`config.mk`:
```
export PLATFORM = sky130hd
export DESIGN_NAME = fetch_stage_flat
export DESIGN_NICKNAME = d
export VERILOG_FILES = /design/src/rtl/fetch_stage_if.sv /design/src/rtl/fetch_stage.sv /design/src/flat_wrapper.sv
export SDC_FILE = /design/constraint.sdc
export NUM_CORES = 1
export LEC_CHECK = 0
export CORE_ASPECT_RATIO = 0.75
export CORE_UTILIZATION = 30
export CTS_BUF_LIST = sky130_fd_sc_hd__clkbuf_16
export CTS_CLUSTER_SIZE = 14
export DETAILED_ROUTE_END_ITERATION = 10
export GPL_ROUTABILITY_DRIVEN = 0
export MAX_ROUTING_LAYER = met4
export PLACE_DENSITY = 0.61
export SYNTH_ARGS = -nofsm -noshare
export SYNTH_HDL_FRONTEND = slang
export SYNTH_SLANG_ARGS = --single-unit
```
`constraint.sdc`:
```
create_clock -name CLK -period 1.9 [get_ports CLK]
set_input_delay 0.38 -clock CLK [delete_from_list [all_inputs] [get_ports CLK]]
set_output_delay 0.38 -clock CLK [all_outputs]
set_load 0.01 [all_outputs]
```
`src/rtl/fetch_stage_if.sv`:
```
// rtl/fetch_stage_if.sv - instruction-cache bus between the fetch stage and the I-cache
//
// Signals:
//   imemREN   fetch -> cache  instruction read enable
//   imemaddr  fetch -> cache  fetch address (the PC register)
//   ihit      cache -> fetch  imemload is valid this cycle
//   imemload  cache -> fetch  instruction word
interface fetch_stage_if;
    logic        imemREN;
    logic [31:0] imemaddr;
    logic        ihit;
    logic [31:0] imemload;

    modport master (
        output imemREN,
        output imemaddr,
        input  ihit,
        input  imemload
    );

    modport slave (
        input  imemREN,
        input  imemaddr,
        output ihit,
        output imemload
    );
endinterface

```
`src/rtl/fetch_stage.sv`:
```
// rtl/fetch_stage.sv - MIPS instruction-fetch stage: PC, next-PC select, IF/ID register
//
// Ports:
//   CLK, RST                  clock, synchronous active-high reset
//   imem (master)             I-cache bus: imemREN/imemaddr out, ihit/imemload in
//   pc_wen, if_id_wen,
//   if_id_flush               hazard-unit strobes
//   pc_src, *_target          redirect select and candidate targets
//   halt                      halt retired in WB; stops fetch until reset
//   if_id_*                   IF/ID pipeline register outputs
//   halted, fetch_count       status
module fetch_stage #(
    parameter logic [31:0] PCSTART = 32'h0000_0000
) (
    input  logic                 CLK,
    input  logic                 RST,
    fetch_stage_if.master        imem,
    input  logic                 pc_wen,
    input  logic                 if_id_wen,
    input  logic                 if_id_flush,
    input  logic [1:0]           pc_src,
    input  logic [31:0]          branch_target,
    input  logic [31:0]          jump_target,
    input  logic [31:0]          jr_target,
    input  logic                 halt,
    output logic [31:0]          if_id_instr,
    output logic [31:0]          if_id_pc,
    output logic [31:0]          if_id_npc,
    output logic                 if_id_valid,
    output logic                 halted,
    output logic [31:0]          fetch_count
);

    typedef enum logic {
        RUN    = 1'b0,
        HALTED = 1'b1
    } state_t;

    state_t      state_q, state_d;
    logic [31:0] pc_q, pc_d;
    logic        pending_valid_q, pending_valid_d;
    logic [31:0] pending_target_q, pending_target_d;
    logic [31:0] instr_q, instr_d;
    logic [31:0] ipc_q, ipc_d;
    logic [31:0] inpc_q, inpc_d;
    logic        ivalid_q, ivalid_d;
    logic [31:0] count_q, count_d;

    logic [31:0] pc_plus4;
    logic [31:0] redirect_target;
    logic        redirect;
    logic [31:0] next_pc;

    assign pc_plus4 = pc_q + 32'd4;
    assign redirect = (pc_src != 2'b00);

    always_comb begin
        redirect_target = branch_target;
        case (pc_src)
            2'b10:   redirect_target = jump_target;
            2'b11:   redirect_target = jr_target;
            default: redirect_target = branch_target;
        endcase
    end

    // A fresh redirect outranks a pending one; pending outranks sequential.
    always_comb begin
        if (redirect)             next_pc = redirect_target;
        else if (pending_valid_q) next_pc = pending_target_q;
        else                      next_pc = pc_plus4;
    end

    always_comb begin
        state_d          = state_q;
        pc_d             = pc_q;
        pending_valid_d  = pending_valid_q;
        pending_target_d = pending_target_q;
        instr_d          = instr_q;
        ipc_d            = ipc_q;
        inpc_d           = inpc_q;
        ivalid_d         = ivalid_q;
        count_d          = count_q;

        if (state_q == RUN) begin
            if (halt) begin
                // The halting edge must not advance the PC even if pc_wen is set.
                state_d = HALTED;
            end else if (pc_wen) begin
                pc_d            = next_pc;
                pending_valid_d = 1'b0;
            end else if (redirect) begin
                pending_valid_d  = 1'b1;
                pending_target_d = redirect_target;
            end

            // A stall holds the slot even when a flush is requested.
            if (if_id_wen) begin
                if (!if_id_flush && imem.ihit) begin
                    instr_d  = imem.imemload;
                    ipc_d    = pc_q;
                    inpc_d   = pc_plus4;
                    ivalid_d = 1'b1;
                    count_d  = count_q + 32'd1;
                end else begin
                    instr_d  = 32'd0;
                    ipc_d    = 32'd0;
                    inpc_d   = 32'd0;
                    ivalid_d = 1'b0;
                end
            end
        end
    end

    always_ff @(posedge CLK) begin
        if (RST) begin
            state_q          <= RUN;
            pc_q             <= PCSTART;
            pending_valid_q  <= 1'b0;
            pending_target_q <= 32'd0;
            instr_q          <= 32'd0;
            ipc_q            <= 32'd0;
            inpc_q           <= 32'd0;
            ivalid_q         <= 1'b0;
            count_q          <= 32'd0;
        end else begin
            state_q          <= state_d;
            pc_q             <= pc_d;
            pending_valid_q  <= pending_valid_d;
            pending_target_q <= pending_target_d;
            instr_q          <= instr_d;
            ipc_q            <= ipc_d;
            inpc_q           <= inpc_d;
            ivalid_q         <= ivalid_d;
            count_q          <= count_d;
        end
    end

    assign imem.imemaddr = pc_q;
    assign imem.imemREN  = (state_q == RUN);
    assign halted        = (state_q == HALTED);
    assign if_id_instr   = instr_q;
    assign if_id_pc      = ipc_q;
    assign if_id_npc     = inpc_q;
    assign if_id_valid   = ivalid_q;
    assign fetch_count   = count_q;

endmodule

```
`src/flat_wrapper.sv`:
```
// flat-port wrapper written by rule: the top's interface ports become plain ports
module fetch_stage_flat 
#(
    parameter logic [31:0] PCSTART = 32'h0000_0000
)
  (CLK, RST, pc_wen, if_id_wen, if_id_flush, pc_src, branch_target, jump_target, jr_target, halt, if_id_instr, if_id_pc, if_id_npc, if_id_valid, halted, fetch_count, imem_imemREN, imem_imemaddr, imem_ihit, imem_imemload);
  fetch_stage_if imem_i ();
  input  logic CLK;
  input  logic RST;
  input  logic pc_wen;
  input  logic if_id_wen;
  input  logic if_id_flush;
  input  logic [1:0] pc_src;
  input  logic [31:0] branch_target;
  input  logic [31:0] jump_target;
  input  logic [31:0] jr_target;
  input  logic halt;
  output logic [31:0] if_id_instr;
  output logic [31:0] if_id_pc;
  output logic [31:0] if_id_npc;
  output logic if_id_valid;
  output logic halted;
  output logic [31:0] fetch_count;
  output wire logic [$bits(imem_i.imemREN)-1:0] imem_imemREN;
  output wire logic [$bits(imem_i.imemaddr)-1:0] imem_imemaddr;
  input wire logic [$bits(imem_i.ihit)-1:0] imem_ihit;
  input wire logic [$bits(imem_i.imemload)-1:0] imem_imemload;
  assign imem_imemREN = imem_i.imemREN;
  assign imem_imemaddr = imem_i.imemaddr;
  assign imem_i.ihit = imem_ihit;
  assign imem_i.imemload = imem_imemload;
  fetch_stage #(.PCSTART(PCSTART)) u_core (.CLK(CLK), .RST(RST), .imem(imem_i), .pc_wen(pc_wen), .if_id_wen(if_id_wen), .if_id_flush(if_id_flush), .pc_src(pc_src), .branch_target(branch_target), .jump_target(jump_target), .jr_target(jr_target), .halt(halt), .if_id_instr(if_id_instr), .if_id_pc(if_id_pc), .if_id_npc(if_id_npc), .if_id_valid(if_id_valid), .halted(halted), .fetch_count(fetch_count));
endmodule
```
==> results of run 1 <==
[through the flow]
step / power [mW] / worst slack [ns]
2_1_floorplan: 4.91 / -0.0436
3_3_place_gp: 5.77 / -0.355
3_5_place_dp: 5.78 / -0.390
4_1_cts: 9.92 / 0.000954
5_1_grt: 10.2 / 0.0101
6_report: 9.80 / 0.0785
[routing by layer]
metal / wire [microns] / vias up
met5: 0 / -
met4: 369 / 0
met3: 2080 / 23
met2: 13500 / 334
met1: 15800 / 4346
li1: - / 4526
[what timing repair did]
action,CTS,global route
endpoints found under the setup margin,15,26
pin swaps,0,4
setup buffers,0,1
gates resized for setup,17,29
[registers in the layout (all words and copies together), names as in the netlist]
signal / flops
u_core.fetch_count: 32
u_core.halted: 1
u_core.if_id_instr: 32
u_core.if_id_npc: 32
u_core.if_id_pc: 30
u_core.if_id_valid: 1
u_core.imem.imemaddr: 32
u_core.pending_target_q: 32
u_core.pending_valid_q: 1
[cell usage after synthesis, types with 4 or more instances]
cell type	instances
o211ai_1	11
inv_1	14
dfxtp_1	193
a21o_1	6
clkbuf_1	67
buf_1	8
a211oi_1	6
a22oi_1	77
and4_1	10
nand2_1	91
o221a_2	4
nor3_1	16
xor2_1	15
or3_1	10
a21oi_1	75
o21ai_0	53
mux2_2	16
o31a_1	5
mux2i_1	36
nor2_1	182
buf_2	13
o22ai_1	4
nor2b_1	6
a31oi_1	5
nand3_1	29
nand4_1	12
xnor2_1	33
nor4_1	19
nand2b_1	5
and3_1	9
[worst max-delay path, cell delays in order, from the launching register on]
cell             delay [ns]
dfxtp_1                0.33
buf_4                  0.14
clkdlybuf4s50_1        0.54
[worst max-delay path by stage]
stage | startpoint | endpoint | slack [ns] | cells past startpoint
after global routing | u_core.imem.imemaddr[2] | u_core.imem.imemaddr[19] | 0.01 | 6
after floorplan | u_core.imem.imemaddr[12] | u_core.imem.imemaddr[23] | -0.04 | 6
after global placement | pc_wen | u_core.imem.imemaddr[18] | -0.35 | 5
final | u_core.fetch_count[3] | fetch_count[3] | 0.08 | 2
after detailed placement | pc_wen | u_core.imem.imemaddr[23] | -0.39 | 5
after CTS | u_core.imem.imemaddr[13] | u_core.imem.imemaddr[23] | 0.001 | 5
[logic make-up after synthesis]
family / synth area share, %
flip-flops: 43.4
AO/OA/AOI/OAI: 19.4
buffers and inverters: 4.65
multiplexers: 6.07
adder cells (fa/ha/maj): 0.281
AND/OR/NAND/NOR: 21.5
XOR/XNOR: 4.72
[where the power goes]
part / switching, mW / internal (mW) / total (mW) / leakage (nW)
combinational: 0.710 / 0.751 / 1.46 / 3.48
clock: 1.65 / 2.47 / 4.12 / 0.322
sequential: 0.0733 / 4.14 / 4.22 / 1.57
[layout make-up]
cell class	instances	area share, %
timing repair buffer	428	29.6
antenna	1	0.0180
inverter	14	0.377
multi-input combinational	778	33.8
sequential	193	27.9
tap	392	3.52
clock inverter	14	1.69
clock buffer	17	3.06
==> results.json, run 1 <==
{
  "status": "complete, no violations",
  "peakVddDrop_uv": 545,
  "maxSlewViolCount": 0,
  "finalNetCount": 1571,
  "grt_util_all_layers_pct": 21.1,
  "path_max_fanout": 5,
  "wl_microns": 31800,
  "grt.overflow.total": 0,
  "max_freq_mhz": 549,
  "rrSetupSlack_ns": 0.10,
  "finalCriticalPeriod_ns": 1.82,
  "synthDistinctLibCells": 61,
  "leakagePower_nw": 5.38,
  "clock_sinks": 193,
  "fp.dieH_microns": 151,
  "final.setup_skew_ns": 0.0116,
  "final_common_cell": "clkdlybuf4s50_1",
  "portBuffers": 299,
  "syn_avg_cell_area_sq_um": 8.29,
  "whs_endpoint": "u_core.pending_target_q[13]",
  "drive_gt1_share_pct": 15.3,
  "syn2layout_area_growth_pct": 56.3,
  "drt-initial-drc-count": 615,
  "final_cell_mix": "271 x clkdlybuf4s50_1, 181 x nor2_1, 179 x dfxtp_1",
  "fill_cells": 2785,
  "hold_buffers": 0,
  "coreArea_sq_mm": 0.0291,
  "grt_start_max_net_pins": 82,
  "rsz0062_at_grt": "yes",
  "synth_area_leaders": "dfxtp_1 43%, nor2_1 7.7%, a22oi_1 6.5%, a21oi_1 4.2%, mux2i_1 4.0%",
  "crit_type": "flop to output port",
  "cp.arrival_ns": 1.44,
  "hold_path.class": "primary input to flop",
  "io_pins": 300,
  "use_met2_pct": 30.2,
  "ys_seq_area_share_pct": 43.4,
  "synth_nets": 1214,
  "fin_setup_tns_ns": 0,
  "dp.cells": 1804,
  "seqCellArea_sq_mm": 0.00389,
  "die_w_microns": 201,
  "post-route-cell-area_sq_mm": 0.0139,
  "h-tree-depth": 4,
  "end_kind": "output port",
  "r2r_start": "u_core.imem.imemaddr[2]",
  "drc": 0,
  "cellPowerDensity_mw_per_mm2": 704,
  "worstSetupStartpointType": "flop",
  "first_pass_iters": 5,
  "instances_no_fill": 1837,
  "core.rowCount": 54,
  "cts_tree": "built",
  "reg2reg_depth": 6,
  "hold_depth": 2,
  "multi_input_area_sq_mm": 0.00471,
  "grt_pass1_vias": 8403,
  "antenna_found_initial": 0,
  "final_util_pct": 47.8,
  "clkSlewWorstSetupHoldPaths_ns": 0.07,
  "grt_pass1_wl_microns": 48300,
  "rr_endpoint": "u_core.imem.imemaddr[22]",
  "worst_pin_slew_ns": 0.436,
  "hold_viol": 0,
  "postRouteAntennaNets": 0,
  "synth_flop_cell": "dfxtp_1",
  "drv_cap": 0,
  "dieArea_sq_mm": 0.0304,
  "via_per_inst": 5.02,
  "whs_ns": 0.259,
  "place_area_sq_mm": 0.0132,
  "syn_area_sq_mm": 0.00891,
  "postSynth.asyncResetShare_pct": 0,
  "clk_latency_ns": 0.43,
  "routedWlPerCell_microns": 17.3,
  "synthCells": 1075,
  "start_util_pct": 30.6,
  "use_met3_pct": 4.54,
  "finalCritPeriodShare_pct": 95.9,
  "use_met1_pct": 29.8,
  "synth_warnings": 0,
  "synthDominantCellAreaShare_pct": 43.4,
  "cts-buffers-inserted": 17,
  "cts-root-buf": "clkbuf_16",
  "clockBufferDepth": 2,
  "ys_ff_latch": 193,
  "via_count": 9229,
  "hpwl_microns": 23700,
  "yosysTopAreaCell": "dfxtp_1",
  "worst_ep_required_time_ns": 1.52,
  "grt_busiest_layer": "met2",
  "min_from": "RST",
  "slew_headroom_pct": 70.8,
  "setup_violations": 0,
  "synth_edf_count": 0
}
No activity file was read; power rests on OpenSTA's default activity.
==> inputs of run 2 (changes only) <==
Settings changed: ABC_AREA from default to 1, CTS_BUF_LIST sky130_fd_sc_hd__clkbuf_16 to sky130_fd_sc_hd__clkbuf_2, PLACE_DENSITY 0.61 to 0.6.
==> results.json, run 2 <==
{
  "worst_pin_slew_ns": 0.572,
  "synth_flop_cell": "dfxtp_1",
  "drv_cap": 0,
  "postSynth.asyncResetShare_pct": 0,
  "grt_util_all_layers_pct": 22.3,
  "synth_top_family_by_area": "simple AND/OR/NAND/NOR gates",
  "max_freq_mhz": 534,
  "synthCells": 1421,
  "leakagePower_nw": 6.22,
  "coreArea_sq_mm": 0.0313,
  "final.setup_skew_ns": 0.0461,
  "synth_compound_area_share_pct": 16.9,
  "synth_nets": 1560,
  "switching_share_pct": 27.4,
  "die_w_microns": 208,
  "instances_no_fill": 2217,
  "worstSetupStartpointType": "flop",
  "maxSlewViolCount": 0,
  "drt-initial-drc-count": 849,
  "switchingPower_mw": 2.27,
  "clk_latency_ns": 0.85,
  "setup_ws_ns": 0.0257,
  "grt.overflow.total": 0,
  "portBuffers": 299,
  "hpwl_microns": 25600,
  "final_common_cell": "nand2_1",
  "first_pass_iters": 5,
  "via_count": 10700,
  "peakVddDrop_uv": 398,
  "pwr-share-clk_pct": 33.3,
  "clkSlewWorstSetupHoldPaths_ns": 0.28,
  "syn_avg_cell_area_sq_um": 6.70,
  "combinationalPowerShare_pct": 16.1,
  "synth_area_leaders": "dfxtp_1 41%, nand2_1 18%, nor2_1 6.2%, a22oi_1 5.1%, a21oi_1 5.0%",
  "synthDistinctLibCells": 40,
  "h-tree-depth": 4,
  "muxShareOfSynthArea_pct": 0,
  "status": "complete, no violations",
  "yosysTopAreaCell": "dfxtp_1",
  "wl_microns": 35300,
  "start_util_pct": 30.5,
  "synthDominantCellAreaShare_pct": 40.6,
  "via_per_inst": 4.82,
  "dieArea_sq_mm": 0.0325,
  "setup_violations": 0,
  "synthXorXnorAreaFrac_pct": 1.20,
  "drive_gt1_share_pct": 29.7,
  "cp.arrival_ns": 2.64,
  "finalNetCount": 1936,
  "path_cells": "buf_6 -> ha_4 -> nand2_1 -> nor2_2 -> nand2_4 -> nor2_4 -> nand2_1 -> nand2_1 -> nand2_2 -> nand2_1 -> nand2_1 -> nand2_1 -> nand2_1",
  "slew_headroom_pct": 61.9,
  "path_max_fanout": 5,
  "routedWlPerCell_microns": 15.9,
  "drc": 0,
  "hold_path.class": "primary input to flop",
  "yosysMostFrequentCell": "nand2_1",
  "final_cell_mix": "457 x nand2_1, 154 x nor2_1, 135 x clkdlybuf4s50_1",
  "syn2layout_area_growth_pct": 46.6,
  "core.rowCount": 56,
  "worst_path_largest_cell_delay_ns": 0.43,
  "clock_sinks": 193,
  "fp.dieH_microns": 156,
  "synthSimpleGateAreaFrac_pct": 32.3,
  "crit_type": "flop to flop",
  "postRouteAntennaNets": 0,
  "finalCritPeriodShare_pct": 98.6,
  "antenna_found_initial": 1,
  "internal_power_mw": 6.03,
  "place_area_sq_mm": 0.0133,
  "worst_ep_required_time_ns": 2.67,
  "grt_pass1_wl_microns": 54900,
  "cts_tree": "built",
  "grt_start_max_net_pins": 49,
  "fin_setup_tns_ns": 0,
  "cellPowerDensity_mw_per_mm2": 595,
  "ys_ff_latch": 193,
  "share_seq_of_total_power_pct": 50.6,
  "finalCriticalPeriod_ns": 1.87,
  "cts-root-buf": "clkbuf_2",
  "synth_warnings": 0,
  "synth.top_cells.by_count": "458 x nand2_1, 193 x dfxtp_1, 158 x nor2_1",
  "post-place-ws_ns": -0.150,
  "syn_area_sq_mm": 0.00952,
  "hold_viol": 0,
  "dp.cells": 2122,
  "synth_edf_count": 0,
  "ys_seq_area_share_pct": 40.6,
  "cp_common_cell": "nand2_1",
  "cts-buffers-inserted": 17,
  "synth-adder-area-share_pct": 0.263,
  "final_util_pct": 44.6,
  "io_pins": 300,
  "clockBufferDepth": 2,
  "post-route-cell-area_sq_mm": 0.0140,
  "grt_pass1_vias": 10100,
  "rsz0062_at_grt": "yes",
  "crit_slowest_cell": "dfxtp_4",
  "end_kind": "flop"
}
run 2: cell count changes after synthesis, moves of 13 or more:
cell / delta
nand3_1: +28
nor3_1: -13
nor2_1: -24
clkbuf_1: -28
nand2_1: +367
xnor2_1: -29
mux2i_1: -36
a21oi_1: +20
nor4_1: -19
inv_1: +111
mux2_2: -16
run 2: timing repair:
action                     in CTS  in global routing
hold endpoints to repair       67                  0
setup endpoints to repair     163                 47
setup buffers                  71                  3
hold buffers                    3                  0
pin swaps                       0                  7
resized for setup             884                 34
run 2: area by class of cell:
cell class	count	area [sq um]
clock inverter	14	259
tap	406	508
clock buffer	18	90.1
multi-input combinational	1017	4870
antenna	1	2.50
fill	3210	17300
timing repair buffer	430	3520
sequential	193	4180
inverter	138	520
run 2: worst max-delay path: cells and delay by family, from the launching register on:
kind                     cells  cell delay (ns)
flip-flops                   1             0.43
buffers and inverters        1             0.13
adder cells (fa/ha/maj)      1             0.14
AND/OR/NAND/NOR             11             1.09
run 2: logic make-up (layout without fill, tap and decap cells):
kind of cell	count (synthesis)	in the layout
other	0	1
AOI/OAI and AO/OA	270	270
and+or+nand+nor	732	732
xor gates and xnor gates	13	13
adders and majority gates	2	2
buffers and inverters	211	600
DFF	193	193
run 2: through the flow:
step / hold WS (ns) / total power, mW
6_report: 0.134 / 8.30
5_1_grt: 0.0360 / 8.68
4_1_cts: 0.0131 / 8.38
3_5_place_dp: 0.458 / 5.61
3_3_place_gp: 0.455 / 5.60
2_1_floorplan: 0.451 / 4.86
run 2: power by group through the flow:
stage / combinational [mW] / sequential, mW / clock [mW]
2_1_floorplan: 0.523 / 4.34 / 0
3_3_place_gp: 1.26 / 4.33 / 0
3_5_place_dp: 1.27 / 4.33 / 0
4_1_cts: 1.32 / 4.20 / 2.86
5_1_grt: 1.45 / 4.22 / 3.01
6_report: 1.33 / 4.20 / 2.76
run 2: worst paths after layout:
kind | from | endpoint | slack (ns) | depth (start not counted)
max | u_core.imem.imemaddr[2] | u_core.imem.imemaddr[28] | 0.03 | 13
min | imem_imemload[29] | u_core.if_id_instr[29] | 0.13 | 3
min reg2reg | u_core.if_id_npc[18] | u_core.if_id_npc[18] | 0.48 | 2
max reg2reg | u_core.imem.imemaddr[2] | u_core.imem.imemaddr[28] | 0.03 | 13
run 2: layer usage:
layer  vias to the layer above  GRT usage, %  wire, microns
met1                      4975          30.2          17000
li1                       5321             -              -
met4                         0          5.89            509
met3                        29          4.82           2510
met2                       369          33.4          15200
met5                         -             -              0
